**config.mk**
```make
export PLATFORM = sky130hd
export DESIGN_NAME = load_store_unit
export DESIGN_NICKNAME = d
export VERILOG_FILES = /design/src/rtl/load_store_unit.sv
export SDC_FILE = /design/constraint.sdc
export NUM_CORES = 1
export LEC_CHECK = 0
export CELL_PAD_IN_SITES_DETAIL_PLACEMENT = 1
export CELL_PAD_IN_SITES_GLOBAL_PLACEMENT = 1
export CORE_UTILIZATION = 30
export CTS_CLUSTER_SIZE = 16
export DETAILED_ROUTE_END_ITERATION = 6
export GPL_TIMING_DRIVEN = 0
export PLACE_DENSITY_LB_ADDON = 0.1
export SLEW_MARGIN = 0
export SYNTH_ARGS = -nofsm -noshare
export SYNTH_HDL_FRONTEND = slang
export SYNTH_SLANG_ARGS = --single-unit
```
**constraint.sdc**
```tcl
create_clock -name clk -period 7.9 [get_ports clk]
set_input_delay 1.58 -clock clk [delete_from_list [all_inputs] [get_ports clk]]
set_output_delay 1.58 -clock clk [all_outputs]
set_load 0.05 [all_outputs]
```
**src/rtl/load_store_unit.sv**
```systemverilog
// Load/store initiator for the byte-addressed data RAM.
// Splits dwords into two word beats, extends loads, flags bad accesses.
module load_store_unit #(
   parameter int MEM_BYTES = 256,
   parameter int RAM_LAT   = 1
) (
   input  logic        clk,
   input  logic        reset,
   input  logic        req_valid,
   output logic        req_ready,
   input  logic        req_write,
   input  logic [1:0]  req_size,
   input  logic        req_signed,
   input  logic [31:0] req_addr,
   input  logic [63:0] req_wdata,
   output logic        resp_valid,
   output logic        resp_err,
   output logic [63:0] resp_rdata,
   output logic        ram_enable,
   output logic        ram_rw,
   output logic [31:0] ram_addr,
   output logic [1:0]  ram_mode,
   output logic [31:0] ram_datain,
   input  logic [31:0] ram_dataout
);

   typedef enum logic [1:0] {IDLE, ISSUE, WAIT, RESP} state_t;

   state_t      state_q, state_d;
   logic        write_q, write_d;
   logic [1:0]  size_q, size_d;
   logic        signed_q, signed_d;
   logic [31:0] addr_q, addr_d;
   logic [31:0] wdata_lo_q, wdata_lo_d;
   logic        beat_q, beat_d;
   logic [2:0]  cnt_q, cnt_d;
   logic [31:0] beat0_q, beat0_d;
   logic        req_ready_q, req_ready_d;
   logic        resp_valid_q, resp_valid_d;
   logic        resp_err_q, resp_err_d;
   logic [63:0] rdata_q, rdata_d;
   logic        ram_enable_q, ram_enable_d;
   logic        ram_rw_q, ram_rw_d;
   logic [31:0] ram_addr_q, ram_addr_d;
   logic [1:0]  ram_mode_q, ram_mode_d;
   logic [31:0] ram_datain_q, ram_datain_d;

   logic        accept;
   logic        misalign;
   logic        out_of_range;

   function automatic logic [63:0] ext_load(input logic [1:0]  sz,
                                            input logic        sg,
                                            input logic [31:0] lo,
                                            input logic [31:0] hi);
      logic [63:0] r;
      unique case (sz)
         2'b00:   r = {{56{sg & lo[7]}}, lo[7:0]};
         2'b01:   r = {{48{sg & lo[15]}}, lo[15:0]};
         2'b10:   r = {{32{sg & lo[31]}}, lo};
         default: r = {hi, lo};
      endcase
      return r;
   endfunction

   assign accept = req_valid && req_ready_q;

   // Alignment and range check of the incoming request
   always_comb begin
      misalign = 1'b0;
      unique case (req_size)
         2'b00:   misalign = 1'b0;
         2'b01:   misalign = req_addr[0];
         2'b10:   misalign = |req_addr[1:0];
         default: misalign = |req_addr[2:0];
      endcase
      out_of_range = ({1'b0, req_addr} + (33'd1 << req_size))
                     > 33'(MEM_BYTES);
   end

   // Next-state and registered-output logic of the beat sequencer
   always_comb begin
      state_d      = state_q;
      write_d      = write_q;
      size_d       = size_q;
      signed_d     = signed_q;
      addr_d       = addr_q;
      wdata_lo_d   = wdata_lo_q;
      beat_d       = beat_q;
      cnt_d        = cnt_q;
      beat0_d      = beat0_q;
      resp_valid_d = 1'b0;
      resp_err_d   = resp_err_q;
      rdata_d      = rdata_q;
      ram_enable_d = 1'b0;
      ram_rw_d     = ram_rw_q;
      ram_addr_d   = ram_addr_q;
      ram_mode_d   = ram_mode_q;
      ram_datain_d = ram_datain_q;
      unique case (state_q)
         IDLE: begin
            if (accept) begin
               write_d    = req_write;
               size_d     = req_size;
               signed_d   = req_signed;
               addr_d     = req_addr;
               wdata_lo_d = req_wdata[31:0];
               beat_d     = 1'b0;
               if (misalign || out_of_range) begin
                  state_d      = RESP;
                  resp_valid_d = 1'b1;
                  resp_err_d   = 1'b1;
                  rdata_d      = 64'd0;
               end else begin
                  state_d      = ISSUE;
                  ram_enable_d = 1'b1;
                  ram_rw_d     = req_write;
                  ram_addr_d   = req_addr;
                  ram_mode_d   = (req_size == 2'b11) ? 2'b10 : req_size;
                  ram_datain_d = (req_size == 2'b11) ? req_wdata[63:32]
                                                     : req_wdata[31:0];
               end
            end
         end
         ISSUE: begin
            state_d = WAIT;
            cnt_d   = 3'(RAM_LAT);
         end
         WAIT: begin
            cnt_d = cnt_q - 3'd1;
            if (cnt_q == 3'd1) begin
               if (size_q == 2'b11 && !beat_q) begin
                  beat0_d      = ram_dataout;
                  beat_d       = 1'b1;
                  state_d      = ISSUE;
                  ram_enable_d = 1'b1;
                  ram_addr_d   = addr_q + 32'd4;
                  ram_datain_d = wdata_lo_q;
               end else begin
                  state_d      = RESP;
                  resp_valid_d = 1'b1;
                  resp_err_d   = 1'b0;
                  rdata_d      = write_q ? 64'd0
                                         : ext_load(size_q, signed_q,
                                                    ram_dataout, beat0_q);
               end
            end
         end
         RESP: begin
            state_d    = IDLE;
            resp_err_d = 1'b0;
            rdata_d    = 64'd0;
         end
         default: state_d = IDLE;
      endcase
      req_ready_d = (state_d == IDLE);
   end

   // State and output registers with synchronous reset
   always_ff @(posedge clk) begin
      if (reset) begin
         state_q      <= IDLE;
         write_q      <= 1'b0;
         size_q       <= 2'b00;
         signed_q     <= 1'b0;
         addr_q       <= 32'd0;
         wdata_lo_q   <= 32'd0;
         beat_q       <= 1'b0;
         cnt_q        <= 3'd0;
         beat0_q      <= 32'd0;
         req_ready_q  <= 1'b1;
         resp_valid_q <= 1'b0;
         resp_err_q   <= 1'b0;
         rdata_q      <= 64'd0;
         ram_enable_q <= 1'b0;
         ram_rw_q     <= 1'b0;
         ram_addr_q   <= 32'd0;
         ram_mode_q   <= 2'b00;
         ram_datain_q <= 32'd0;
      end else begin
         state_q      <= state_d;
         write_q      <= write_d;
         size_q       <= size_d;
         signed_q     <= signed_d;
         addr_q       <= addr_d;
         wdata_lo_q   <= wdata_lo_d;
         beat_q       <= beat_d;
         cnt_q        <= cnt_d;
         beat0_q      <= beat0_d;
         req_ready_q  <= req_ready_d;
         resp_valid_q <= resp_valid_d;
         resp_err_q   <= resp_err_d;
         rdata_q      <= rdata_d;
         ram_enable_q <= ram_enable_d;
         ram_rw_q     <= ram_rw_d;
         ram_addr_q   <= ram_addr_d;
         ram_mode_q   <= ram_mode_d;
         ram_datain_q <= ram_datain_d;
      end
   end

   assign req_ready  = req_ready_q;
   assign resp_valid = resp_valid_q;
   assign resp_err   = resp_err_q;
   assign resp_rdata = rdata_q;
   assign ram_enable = ram_enable_q;
   assign ram_rw     = ram_rw_q;
   assign ram_addr   = ram_addr_q;
   assign ram_mode   = ram_mode_q;
   assign ram_datain = ram_datain_q;

endmodule
```
==> results.cfg <==
[critical_path]
path_class = in -> reg
crit_path_end_kind = register
slowest_stage = nor4_1
arrival_ns = 7.77
path_cells = clkdlybuf4s50_1 > nand2_1 > inv_1 > buf_1 > ha_1 > o21a_1 > o31a_1 > buf_2 > xnor2_1 > a31oi_1 > o41a_1 > nor4_1 > nand2_2 > clkbuf_1 > o311ai_0
start_kind = primary input
worst-path-buf-inv = 5
cpPeakStageDelay_ns = 1.14
path_max_fanout = 10
crit_family = buffers and inverters
required_ns = 8.35

[synth]
syn-num-nets = 1844
synthCells = 1697
synth_fa_ha_area_share_pct = 1.23
synthDistinctLibCells = 62
synth_top_family_by_area = compound AO/OA/AOI/OAI gates
yosysWarningCount = 0
synth_top_area_share_pct = 37.6
muxShareOfSynthArea_pct = 5.16
synth_seq_area_share_pct = 37.6
synth-compound-area-share_pct = 25.7
ys_async_sr_fraction_pct = 0
synth_xor_xnor_area_share_pct = 2.66
mappedNetlistArea_mm2 = 0.0128
yosysTopAreaCell = dfxtp_1
avgSynthCellArea_um2 = 7.56
synthFlopType = dfxtp_1
synthSimpleGateAreaFrac_pct = 22.0
synth-edff-count = 0
ys_seq_elements = 241
yosys-top-cells-area = dfxtp_1 (38%), nand2_1 (11%), a21oi_1 (9.1%)

[timing]
finalHoldViolCount = 0
worst_pin_slew_ns = 1.40
fin_crit_ns = 7.32
slew_headroom_pct = 6.20
slew_viol_final = 0
setup_viol = 0
timing.fmax_mhz = 137
finalSetupTns_ns = 0
rsz0062_at_grt = false
skew_ns = 0.0161
fin_crit_sh_pct = 92.6

[layout]
num-fill-cells = 5130
area_growth_pct = 33.6
instances_no_fill = 2553
mostFrequentLayoutCells = nand2_1 (369), clkdlybuf4s50_1 (264), dfxtp_1 (241), a21oi_1 (233), clkbuf_1 (124)
layout-drive-gt1-share_pct = 4.32
nNetsFinal = 2139
diodes = 0
final_common_cell = nand2_1

[detailed_routing]
vias = 13900
via_per_inst = 5.45
routed_wl_mm = 55.9
drc = 0
dr.pass1.iters = 5
drtAntennaViolNets = 0
drtIter0Drc = 714
post_drt_wl_per_cell_um = 21.9

[global_route]
grt_max_degree = 16
grt_pass1_wl_mm = 86.0
antenna_found_initial = 0
grt_usage_pct = 25.1
grt_pass1_vias = 14300
grt_overflow_total = 0

[power]
p_comb_share_pct = 45.5
total_power_w = 0.00549
p_sw_share_pct = 45.5
switchingPower_w = 0.00250
p_seq_share_pct = 29.0
leakagePower_nw = 5.73
p_per_area_mw_per_mm2 = 320
intPower_w = 0.00299
peakVddDrop_v = 0.000167
p_clk_share_pct = 25.5

[min_path]
hold_path.class = reg -> reg

[run_status]
status = finished clean

[floorplanning]
rows = 75
dieHeight_um = 209
initial_core_util_pct = 30.5
boundaryPins = 270
dieArea_mm2 = 0.0436
core_region_area_mm2 = 0.0420
die_x_um = 209

[clocking]
ctsResizeCount = 0
worst_skew_pair.late_latency_ns = 0.58
postCtsHoldBufs = 0
cts.sinks = 241
root_buffer = clkbuf_16
numCtsBuffers = 29
clk_pin_slew_ns = 0.06
cts_tree = done
clockBufferDepth = 3
post-cts-setup-buffers = 0
htreeDepth = 1

[place]
hpwlAfterDp_mm = 42.7
place.gp.congestion = 0.878
portBuffers = 264
dpl.cell_count = 2500

[job]
maxCapViolCount = 0
[flip-flops by register name (all words and copies together) (netlist names), 2 cells and up]
| register | cells |
|---|---|
| resp_rdata | 64 |
| wdata_lo_q | 32 |
| size_q | 2 |
| beat0_q | 32 |
| cnt_q | 3 |
| state_q | 2 |
| ram_datain | 32 |
| ram_addr | 32 |
| ram_mode | 2 |
| addr_q | 32 |
[cell families (layout without fill, tap and decap cells)]
group / after synthesis / after routing
flops: 241 / 241
xor+xnor: 39 / 39
buf+inv: 179 / 496
fa+ha+maj: 12 / 12
simple gates: 646 / 646
compound gates: 517 / 517
mux: 63 / 63
[cell type report]
cell class                 instances  area (µm²)  share of cell area [%]
multi-input combinational       1277        7290                    42.6
sequential                       241        4820                    28.1
timing repair buffer             264        2640                    15.4
clock buffer                      39         823                    4.80
tap                              539         674                    3.93
buffer                           154         626                    3.65
clock inverter                    14         163                   0.949
inverter                          25        93.8                   0.547
[routing by layer]
metal | GRT usage [%] | up-vias | wire [µm]
li1 | - | 6730 | -
met1 | 33.4 | 6815 | 25600
met2 | 42.8 | 318 | 26800
met3 | 3.32 | 62 | 2410
met4 | 5.83 | 0 | 1180
met5 | 0 | - | 0
[worst register-to-register path: cells and delay by family, from the launching register on]
family                     cells  cell delay, ns
buffers and inverters          4            1.26
and+or+nand+nor                4            1.37
adders and majority gates      1            0.15
DFF                            1            0.34
AOI/OAI and AO/OA              2            0.48
[power groups by stage]
stage               clock network (W)  registers [W]  logic (W)
global route                  0.00147        0.00162    0.00268
global placement                    0        0.00161    0.00246
finish                        0.00140        0.00159    0.00250
detailed placement                  0        0.00162    0.00250
CTS                           0.00143        0.00159    0.00251
floorplan                           0        0.00191    0.00125
[worst paths after layout]
check	from	slack (ns)	cells after the start	endpoint
max	req_size[1]	0.58	15	ram_datain[20]
min	beat0_q[29]	0.45	2	beat0_q[29]
max reg2reg	state_q[0]	4.20	11	ram_addr[15]
min reg2reg	beat0_q[29]	0.45	2	beat0_q[29]
[synth_stat cells, types with 8 or more instances]
cell type and count:
nand2_1 369, dfxtp_1 241, a21oi_1 233, clkbuf_1 120
nor2_1 104, o21ai_0 62, o2111ai_1 49, nand3_1 47
a31oi_1 44, mux2i_1 38, o311ai_0 31, nor2b_1 30
inv_1 25, xnor2_1 21, nand4_1 18, xor2_1 18
and3_1 17, buf_1 17, nor3_1 17, a311o_1 16
a32oi_1 15, mux2_1 15, o211ai_1 14, buf_2 11
ha_1 11, o311ai_1 11, and2_1 10, mux2_2 10
nor4_1 10, a211oi_1 8
[stage by stage]
step           instance area, µm²  setup slack (ns)  utilization [%]  hold slack [ns]
2_1_floorplan               12800              2.93                -            0.432
3_3_place_gp                16100             0.108             38.4            0.440
3_5_place_dp                16100            0.0302             38.4            0.445
4_1_cts                     17100             0.573             40.8            0.454
5_1_grt                     17100             0.309             40.8            0.466
6_report                    17100             0.583             40.8            0.453
Power figures use the tool's default switching activity.
==> edit, RTL diff (same settings) <==
The 4 states of `state_t` get a one-hot encoding in 4 bits.
--- a/src/rtl/load_store_unit.sv
+++ b/src/rtl/load_store_unit.sv
@@ -26,3 +26,3 @@
 
-   typedef enum logic [1:0] {IDLE, ISSUE, WAIT, RESP} state_t;
+   typedef enum logic [3:0] {IDLE = 4'b0001, ISSUE = 4'b0010, WAIT = 4'b0100, RESP = 4'b1000} state_t;
 
Check against the original RTL: no difference found for any inputs over 4 cycles, from zero or initial values and one cycle with reset high; so few cycles prove little.
==> edit against the original RTL <==
Setup slack improved by 1.1 ns; critical endpoint is now resp_rdata[18]$_SDFFE_PP0P_; via count shrank 14%; maximum frequency is 17% higher; design area down 6.8%; sequential cell count grew 2; first-iteration DRC count is 28% lower; wire length shrank 16%; highest routed layer is now met5; worst hold slack improved by 0.0039 ns; synthesized area is 8.3% lower; final cell count is 9.0% lower.
Power is not compared: it rests on default switching activity, and its combinational part moved more than twofold at a synthesized area within 25%.
==> edit: results (changes against the original RTL) <==
Hold EP=beat0_q[1]$_SDFFE_PP0P_; run status=completed; fraction of area in multi-input gates=39.0% (-3.5 points); worst reg2reg path depth=6 (-5); placed wire-length estimate=35.4 mm (-17%); Worst path slowest cell=clkdlybuf4s50_1; multiplexer share of the synthesized area=0.936% (-4.2 points); largest net degree at the start of global routing=15 (-1); WL per Instance=20.3 um (-7.6%); part of the Yosys area used for sequential elements=41.3% (+3.7 points); Port Buf Inserts=262 (-0.76%); vias in the first global route=12.6k (-12%); initial antenna violation count=4 (+4); Layout clock buffers=43 (+10%); fillers=4641 (-9.5%); Worst Skew=0.0156 ns (-0.000532 ns); Seq/total area=30.4% (+2.3 points); Inverters=18 (-28%); Non-clk bufs=397 (-5.0%); synth top area cells=dfxtp_1 41%, nand2_1 10%, a21oi_1 7.8%, nand3b_1 7.6%, o221ai_1 4.1%; r2r setup slk=4.60 ns (+0.40 ns); Non-clock buffer share=20.2% (+1.1 points); Vias/cell=5.18 (-5.1%); critical path's largest stage delay=0.74 ns (-0.40 ns); Post-Synth Adder-Cell Area=0.914% (-0.31 points); Routability Congestion=0.847 (-3.6%); total setup buffers inserted after CTS=0 (unchanged); first-pass GRT wire length=72.2 mm (-16%); Hold Path Origin=beat0_q[1]$_SDFFE_PP0P_; via count=12.0k (-14%); Synth cell types=60 (-3.2%); met1 Use GR=30.5% (-2.9 points); worst reg2reg endpoint=resp_rdata[35]$_SDFFE_PP0P_; GR Util met3=4.44% (+1.1 points); XOR/XNOR Fraction of Synth Area=2.31% (-0.35 points); Worst EP arrival=6.65 ns (-1.12 ns); Post-Syn Instances=1489 (-12%); Tightest Pin Transition=1.27 ns (-0.132 ns); Post-synth top cells=327 x nand2_1, 243 x dfxtp_1, 183 x a21oi_1; fraction of final layout cells with drive strength greater than 1=5.54% (+1.2 points); GRT Util Overall=23.3% (-1.8 points); number of flip-flops in the largest register=64 (unchanged); Nets=1925 (-10%); max layer used=met5; DR pass1 iterations=4 (-1); initial drt markers=514 (-28%); syn nets=1632 (-11%); worst hold-check path type=register to register; met3 routed WL=2.48 mm (+3.2%); Synth Area in Compound Gates=20.2% (-5.5 points); grt met2 use=39.7% (-3.1 points); DR WL met2=22.1 mm (-17%); M1 WL=21.5 mm (-16%); reg2reg start=state_q[1]$_SDFF_PP0_; multi-input logic cell count=1093 (-14%); Clock Network Area Fraction=5.90% (+0.15 points); Num Clock Sinks=243 (+0.83%); Inst Count DP=2269 (-9.2%)
[edit: per-stage QoR]
stage               utilization (%)  instance area (sq um)  total power, uW  setup WS [ns]  hold WS [ns]
floorplan                         -                  11800             1470           3.09         0.436
global placement               38.9                  15000             1630           1.02         0.442
CTS                            41.4                  16000             2990           1.61         0.457
global route                   41.4                  16000             3070           1.24         0.473
finish                         41.4                  16000             2950           1.67         0.457
detailed placement             38.9                  15000             1640           1.01         0.448
[edit: worst max path at each step]
stage                      from                           to  slack [ns]  cells past startpoint
global placement    req_size[1]  resp_rdata[22]$_SDFFE_PP0P_        1.02                     15
finish              req_size[1]  resp_rdata[18]$_SDFFE_PP0P_        1.67                     15
global route        req_size[1]   ram_datain[4]$_SDFFE_PP0P_        1.24                     16
CTS                 req_size[1]  resp_rdata[22]$_SDFFE_PP0P_        1.61                     15
floorplan           req_size[0]     ram_mode[0]$_SDFFE_PP0P_        3.09                     15
detailed placement  req_size[1]   ram_datain[4]$_SDFFE_PP0P_        1.01                     16
